==> src/rtl/adam_debug_axil_obi_bridge.sv <==
// AXI-Lite slave to OBI master bridge for the debug subsystem slave port.
// One request register feeds OBI; an order FIFO tracks issued we bits and a
// response FIFO buffers {we,data} so B/R return strictly in issue order.
module adam_debug_axil_obi_bridge #(
  parameter int unsigned ADDR_WIDTH = 32,
  parameter int unsigned DATA_WIDTH = 32,
  parameter int unsigned MAX_TRANS  = 4,
  parameter bit          USE_RVALID = 1'b1,
  parameter int unsigned RD_LATENCY = 1
) (
  input  logic                    clk_i,
  input  logic                    rst_ni,
  input  logic                    pause_req_i,
  output logic                    pause_ack_o,
  input  logic [ADDR_WIDTH-1:0]   axil_aw_addr_i,
  input  logic                    axil_aw_valid_i,
  output logic                    axil_aw_ready_o,
  input  logic [DATA_WIDTH-1:0]   axil_w_data_i,
  input  logic [DATA_WIDTH/8-1:0] axil_w_strb_i,
  input  logic                    axil_w_valid_i,
  output logic                    axil_w_ready_o,
  output logic [1:0]              axil_b_resp_o,
  output logic                    axil_b_valid_o,
  input  logic                    axil_b_ready_i,
  input  logic [ADDR_WIDTH-1:0]   axil_ar_addr_i,
  input  logic                    axil_ar_valid_i,
  output logic                    axil_ar_ready_o,
  output logic [DATA_WIDTH-1:0]   axil_r_data_o,
  output logic [1:0]              axil_r_resp_o,
  output logic                    axil_r_valid_o,
  input  logic                    axil_r_ready_i,
  output logic                    obi_req_o,
  output logic                    obi_we_o,
  output logic [ADDR_WIDTH-1:0]   obi_addr_o,
  output logic [DATA_WIDTH/8-1:0] obi_be_o,
  output logic [DATA_WIDTH-1:0]   obi_wdata_o,
  input  logic                    obi_gnt_i,
  input  logic                    obi_rvalid_i,
  input  logic [DATA_WIDTH-1:0]   obi_rdata_i
);
  localparam int unsigned BE_W  = DATA_WIDTH / 8;
  localparam int unsigned CNT_W = $clog2(MAX_TRANS + 1);
  localparam int unsigned PTR_W = (MAX_TRANS > 1) ? $clog2(MAX_TRANS) : 1;

  function automatic logic [PTR_W-1:0] ptr_inc(input logic [PTR_W-1:0] p);
    return (p == PTR_W'(MAX_TRANS - 1)) ? '0 : p + PTR_W'(1);
  endfunction

  // request register
  logic                  req_full_q, req_full_d, req_we_q, req_we_d;
  logic [ADDR_WIDTH-1:0] req_addr_q, req_addr_d;
  logic [BE_W-1:0]       req_be_q, req_be_d;
  logic [DATA_WIDTH-1:0] req_wdata_q, req_wdata_d;
  logic                  rr_q, rr_d;          // 0: write preferred
  logic                  ack_q, ack_d;
  logic [RD_LATENCY-1:0] lat_q, lat_d;
  // order FIFO (we bit per issued transaction)
  logic [MAX_TRANS-1:0]  ord_q, ord_d;
  logic [PTR_W-1:0]      ord_wp_q, ord_wp_d, ord_rp_q, ord_rp_d;
  logic [CNT_W-1:0]      ord_cnt_q, ord_cnt_d;
  // response FIFO
  logic [MAX_TRANS-1:0]                 rsp_we_q, rsp_we_d;
  logic [MAX_TRANS-1:0][DATA_WIDTH-1:0] rsp_data_q, rsp_data_d;
  logic [PTR_W-1:0]      rsp_wp_q, rsp_wp_d, rsp_rp_q, rsp_rp_d;
  logic [CNT_W-1:0]      rsp_cnt_q, rsp_cnt_d;

  logic             issue, reg_free, credit_ok, pick_wr, acc_wr, acc_rd;
  logic             rsp_evt, rsp_pop, head_we, b_vld, r_vld;
  logic [CNT_W:0]   total;

  // Acceptance: credit check, free request slot, round-robin W/R choice
  always_comb begin
    issue     = req_full_q & obi_gnt_i;
    reg_free  = ~req_full_q | obi_gnt_i;
    total     = (CNT_W+1)'(ord_cnt_q) + (CNT_W+1)'(rsp_cnt_q) + (CNT_W+1)'(req_full_q);
    // rst_ni gating keeps the combinational readys low during async reset
    credit_ok = rst_ni & ~pause_req_i & reg_free & (total < (CNT_W+1)'(MAX_TRANS));
    pick_wr   = axil_aw_valid_i & axil_w_valid_i & (~axil_ar_valid_i | ~rr_q);
    acc_wr    = credit_ok & pick_wr;
    acc_rd    = credit_ok & axil_ar_valid_i & ~pick_wr;
    rsp_evt   = (USE_RVALID ? obi_rvalid_i : lat_q[RD_LATENCY-1]) & (ord_cnt_q != '0);
    head_we   = rsp_we_q[rsp_rp_q];
    b_vld     = (rsp_cnt_q != '0) & head_we;
    r_vld     = (rsp_cnt_q != '0) & ~head_we;
    rsp_pop   = (b_vld & axil_b_ready_i) | (r_vld & axil_r_ready_i);
  end

  // Request register load/release, RR update and read latency line
  always_comb begin
    req_full_d  = req_full_q;
    req_we_d    = req_we_q;
    req_addr_d  = req_addr_q;
    req_be_d    = req_be_q;
    req_wdata_d = req_wdata_q;
    rr_d        = rr_q;
    lat_d       = (lat_q << 1) | RD_LATENCY'(issue);
    if (acc_wr) begin
      req_full_d  = 1'b1;
      req_we_d    = 1'b1;
      req_addr_d  = axil_aw_addr_i;
      req_be_d    = axil_w_strb_i;
      req_wdata_d = axil_w_data_i;
      rr_d        = 1'b1;
    end else if (acc_rd) begin
      req_full_d  = 1'b1;
      req_we_d    = 1'b0;
      req_addr_d  = axil_ar_addr_i;
      req_be_d    = '1;
      req_wdata_d = '0;
      rr_d        = 1'b0;
    end else if (issue) begin
      req_full_d  = 1'b0;
    end
  end

  // Order and response FIFO bookkeeping; pause ack from next-state emptiness
  always_comb begin
    ord_d      = ord_q;
    ord_wp_d   = ord_wp_q;
    ord_rp_d   = ord_rp_q;
    rsp_we_d   = rsp_we_q;
    rsp_data_d = rsp_data_q;
    rsp_wp_d   = rsp_wp_q;
    rsp_rp_d   = rsp_rp_q;
    if (issue) begin
      ord_d[ord_wp_q] = req_we_q;
      ord_wp_d        = ptr_inc(ord_wp_q);
    end
    if (rsp_evt) begin
      ord_rp_d             = ptr_inc(ord_rp_q);
      rsp_we_d[rsp_wp_q]   = ord_q[ord_rp_q];
      rsp_data_d[rsp_wp_q] = obi_rdata_i;
      rsp_wp_d             = ptr_inc(rsp_wp_q);
    end
    if (rsp_pop) rsp_rp_d = ptr_inc(rsp_rp_q);
    ord_cnt_d = ord_cnt_q + CNT_W'(issue) - CNT_W'(rsp_evt);
    rsp_cnt_d = rsp_cnt_q + CNT_W'(rsp_evt) - CNT_W'(rsp_pop);
    ack_d     = pause_req_i & ~req_full_d & (ord_cnt_d == '0) & (rsp_cnt_d == '0);
  end

  // State registers
  always_ff @(posedge clk_i or negedge rst_ni) begin
    if (!rst_ni) begin
      req_full_q  <= 1'b0;
      req_we_q    <= 1'b0;
      req_addr_q  <= '0;
      req_be_q    <= '0;
      req_wdata_q <= '0;
      rr_q        <= 1'b0;
      ack_q       <= 1'b0;
      lat_q       <= '0;
      ord_q       <= '0;
      ord_wp_q    <= '0;
      ord_rp_q    <= '0;
      ord_cnt_q   <= '0;
      rsp_we_q    <= '0;
      rsp_data_q  <= '0;
      rsp_wp_q    <= '0;
      rsp_rp_q    <= '0;
      rsp_cnt_q   <= '0;
    end else begin
      req_full_q  <= req_full_d;
      req_we_q    <= req_we_d;
      req_addr_q  <= req_addr_d;
      req_be_q    <= req_be_d;
      req_wdata_q <= req_wdata_d;
      rr_q        <= rr_d;
      ack_q       <= ack_d;
      lat_q       <= lat_d;
      ord_q       <= ord_d;
      ord_wp_q    <= ord_wp_d;
      ord_rp_q    <= ord_rp_d;
      ord_cnt_q   <= ord_cnt_d;
      rsp_we_q    <= rsp_we_d;
      rsp_data_q  <= rsp_data_d;
      rsp_wp_q    <= rsp_wp_d;
      rsp_rp_q    <= rsp_rp_d;
      rsp_cnt_q   <= rsp_cnt_d;
    end
  end

  assign axil_aw_ready_o = acc_wr;
  assign axil_w_ready_o  = acc_wr;
  assign axil_ar_ready_o = acc_rd;
  assign axil_b_valid_o  = b_vld;
  assign axil_b_resp_o   = 2'b00;
  assign axil_r_valid_o  = r_vld;
  assign axil_r_resp_o   = 2'b00;
  assign axil_r_data_o   = r_vld ? rsp_data_q[rsp_rp_q] : '0;
  assign obi_req_o       = req_full_q;
  assign obi_we_o        = req_we_q;
  assign obi_addr_o      = req_addr_q;
  assign obi_be_o        = req_be_q;
  assign obi_wdata_o     = req_wdata_q;
  assign pause_ack_o     = ack_q;
endmodule

==> config.mk <==
export PLATFORM = sky130hd
export DESIGN_NAME = adam_debug_axil_obi_bridge
export DESIGN_NICKNAME = d
export VERILOG_FILES = /design/src/rtl/adam_debug_axil_obi_bridge.sv
export SDC_FILE = /design/constraint.sdc
export NUM_CORES = 1
export LEC_CHECK = 0
export BUFFER_PORTS_ARGS = -buffer_cell sky130_fd_sc_hd__buf_4
export CORE_MARGIN = 4
export CORE_UTILIZATION = 45
export CTS_BUF_LIST = sky130_fd_sc_hd__clkbuf_4 sky130_fd_sc_hd__clkbuf_8
export DETAILED_ROUTE_END_ITERATION = 8
export PLACE_DENSITY = 0.74
export RECOVER_POWER = 50
export SYNTH_ARGS = -nofsm -noshare
export SYNTH_HDL_FRONTEND = slang
export SYNTH_SLANG_ARGS = --single-unit
==> constraint.sdc <==
create_clock -name clk_i -period 3.35 [get_ports clk_i]
set_clock_uncertainty 0.15 [all_clocks]
set_input_delay 0.335 -clock clk_i [delete_from_list [all_inputs] [get_ports clk_i]]
set_output_delay 0.335 -clock clk_i [all_outputs]
set_load 0.05 [all_outputs]
==> reports/metrics.csv <==
metric,value,unit
status,"complete, but fails checks",
violations,"capacitance limit, slew limit",
ir_worst_vdd,0.6983,mV
io_pins,254,
startpoint_type,flip-flop,
syn_avg_cell_area,14.40,µm²
synth.area.mux_share,23.05,%
power_frac_comb,54.6,%
ys_async_sr_fraction,100.0,%
firstDrtPassIters,4,
cts_buffers,38,
drv_cap,2,
yosysSeqAreaShare,54.46,%
num_rows,54,
route.met2.wl,13.97,mm
synth-main-ff-cell,dfrtp_1,
min_period_over_period,95.16,%
dpl.hpwl,17.20,mm
global_route.usage.total,22.15,%
wl_met3,1.891,mm
overflow,0,
seqPwrFrac,29.4,%
dpl_cell_area,0.01227,mm²
diodes,0,
worst-path-max-fanout,46,
final_common_cell,dfrtp_1,
synth-simple-area-share,4.263,%
dieArea,0.02503,mm²
p_int,8.760,mW
die_h,158.2,µm
pwr-share-clk,15.9,%
grt_first_pass_wirelength,43.75,mm
synth_cell_types,41,
drtIter0Drc,352,
initial_utilization,46.10,%
hold_path.class,in2reg,
wl_per_cell,19.99,µm
synthToLayoutAreaGrowth,38.31,%
p_per_area,1119,mW/mm²
period_minus_slack,3188,ps
yosys.area_share.adder,2.489,%
ys_warn_count,0,
port_buffers,249,
rsz0062_at_grt,no,
htreeDepth,2,
hold_violations,0,
fin_nets,1241,
vias_per_cell,5.503,
finalSetupTns,0,ps
drc,0,
die_w,158.2,µm
worst_pin_slew,1935,ps
slowest_delay,580,ps
grt_pass1_vias,8192,
synth_compound_area_share,11.68,%
end_kind,flip-flop,
syn-cell-area,0.01015,mm²
coreArea,0.02203,mm²
antenna_found_initial,1,
synthXorXnorAreaFrac,0.3450,%
place.gp.congestion,0.7563,
slew_violations,158,
setup_viol,0,
cts.repair_timing.setup_buffer_count,0,
max_freq,313.7,MHz
synth_top_family_by_area,multiplexers,
crit_arrival,3430,ps
synth-edff-count,0,
top_layer_used,met5,
clk_latency,520,ps
routed_wl,27.64,mm
net-switching-power,6.954,mW
yosys_register_bits,221,
path_cells,ha_1 > nor3_2 > nand4b_4 > buf_6 > a2111oi_1 > a2bb2oi_1 > dlygate4sd3_1,
ctsRootBufferMaster,clkbuf_8,
grt_start_max_net_pins,82,
mostFrequentLayoutCells,"220 x dfrtp_1, 187 x buf_4, 136 x mux2_2",
rrSetupSlack,160,ps
clock_path_buffers,3,
cp_num_buf_inv,2,
slew_headroom,-28.98,%
cpLargestDelayFamily,buffers and inverters,
ant_nets,0,
switching_share,44.25,%
p_total,15.71,mW
via_count,7610,
drive_gt1_share,39.98,%
cts_tree,built,
crit_slowest_cell,dlygate4sd3_1,
path_class,reg2reg,
leakagePower,6.241,nW
final_area,0.01404,mm²
cp_data_required_time,3590,ps
met1_length,11.08,mm
clkSinkCount,221,
clkTransAtPathRegs,60,ps
syn_inst,705,
## metrics by stage
stage / hold WS [ps] / utilization, % / cells / worst slack, ps
floorplan: -110.6 / - / 708 / 282.0
global placement: 177.6 / 55.69 / 1193 / 320.8
detailed placement: 175.8 / 55.69 / 1193 / 253.2
CTS: 2.379 / 64.97 / 1383 / 175.7
global route: 23.92 / 63.76 / 1383 / 34.10
finish: 27.01 / 63.76 / 1383 / 162.3
## cell families (layout without fill, tap and decap cells)
logic type                 after synthesis  count (layout)
AOI/OAI and AO/OA                      142             142
xor gates and xnor gates                 4               4
DFF                                    221             221
other                                    1               4
adders and majority gates               19              19
and+or+nand+nor                         70              70
buffers and inverters                   74             469
muxes                                  174             174
## final timing paths
path                               startpoint               to  cells past startpoint
min reg2reg                    rsp_data_q[32]   rsp_data_q[32]                      1
max in group asynchronous              rst_ni  rsp_data_q[119]                      3
min                        axil_aw_addr_i[10]   obi_addr_o[10]                      3
max reg2reg                      ord_cnt_q[2]   obi_addr_o[21]                      7
max                              ord_cnt_q[2]   obi_addr_o[21]                      7
min in group asynchronous              rst_ni    rsp_data_q[9]                      2
## registers in the layout, indices dropped and copies added, names as in the netlist, 3 cells and up
register     cells
ord_q            4
obi_be_o         4
obi_addr_o      32
rsp_cnt_q        3
obi_wdata_o     32
ord_cnt_q        3
rsp_data_q     128
rsp_we_q         4
## final cells by class
type,count,area (µm²)
Timing Repair Buffer,393,3058
Inverter,13,48.80
Clock inverter,4,47.55
Fill cell,1711,7981
Tap cell,280,350.3
Clock buffer,59,724.4
Multi-Input combinational cell,413,4284
Sequential cell,221,5532
## worst register-to-register path, stage by stage, from the launching register on
cell and delay (ps):
dfrtp_1 430, ha_1 320, nor3_2 270, nand4b_4 350, buf_6 340, a2111oi_1 490
a2bb2oi_1 140, dlygate4sd3_1 580
## cells in the mapped netlist (4+ instances only)
library cell | n | area share, %
dfrtp_1 | 221 | 54
mux2_2 | 136 | 15
mux4_2 | 34 | 7.5
nor2b_1 | 33 | 2.0
a2111oi_0 | 32 | 2.8
a22o_1 | 32 | 2.8
a2bb2oi_1 | 32 | 2.8
o31ai_1 | 32 | 2.4
clkbuf_1 | 26 | 0.96
buf_2 | 22 | 1.1
ha_1 | 17 | 2.1
nand2_1 | 12 | 0.44
inv_1 | 11 | 0.41
buf_4 | 8 | 0.59
nand3_1 | 7 | 0.34
a21o_1 | 5 | 0.37
buf_6 | 5 | 0.55
nor2_1 | 4 | 0.15
o22a_1 | 4 | 0.34
xnor2_1 | 4 | 0.34
## power groups by stage
stage          sequential (mW)  clock [mW]  combinational, mW
6_report                  4.63        2.50               8.59
5_1_grt                   4.78        2.69               9.10
4_1_cts                   4.63        2.57               8.89
3_5_place_dp              4.65           0               8.56
3_3_place_gp              4.61           0               8.43
2_1_floorplan             5.64           0               5.12
## metal layers
layer,up-vias,GRT usage [%]
met5,-,0
met4,2,8.367
met2,278,37.40
met1,3835,27.66
met3,59,5.467
li1,3436,-
## what timing repair did
item | CTS | global route
setup endpoints to repair | 0 | 7
hold buffers | 127 | 0
hold endpoints to repair | 262 | 0
resized for setup | 0 | 5
(Power assumes the default switching activity.)
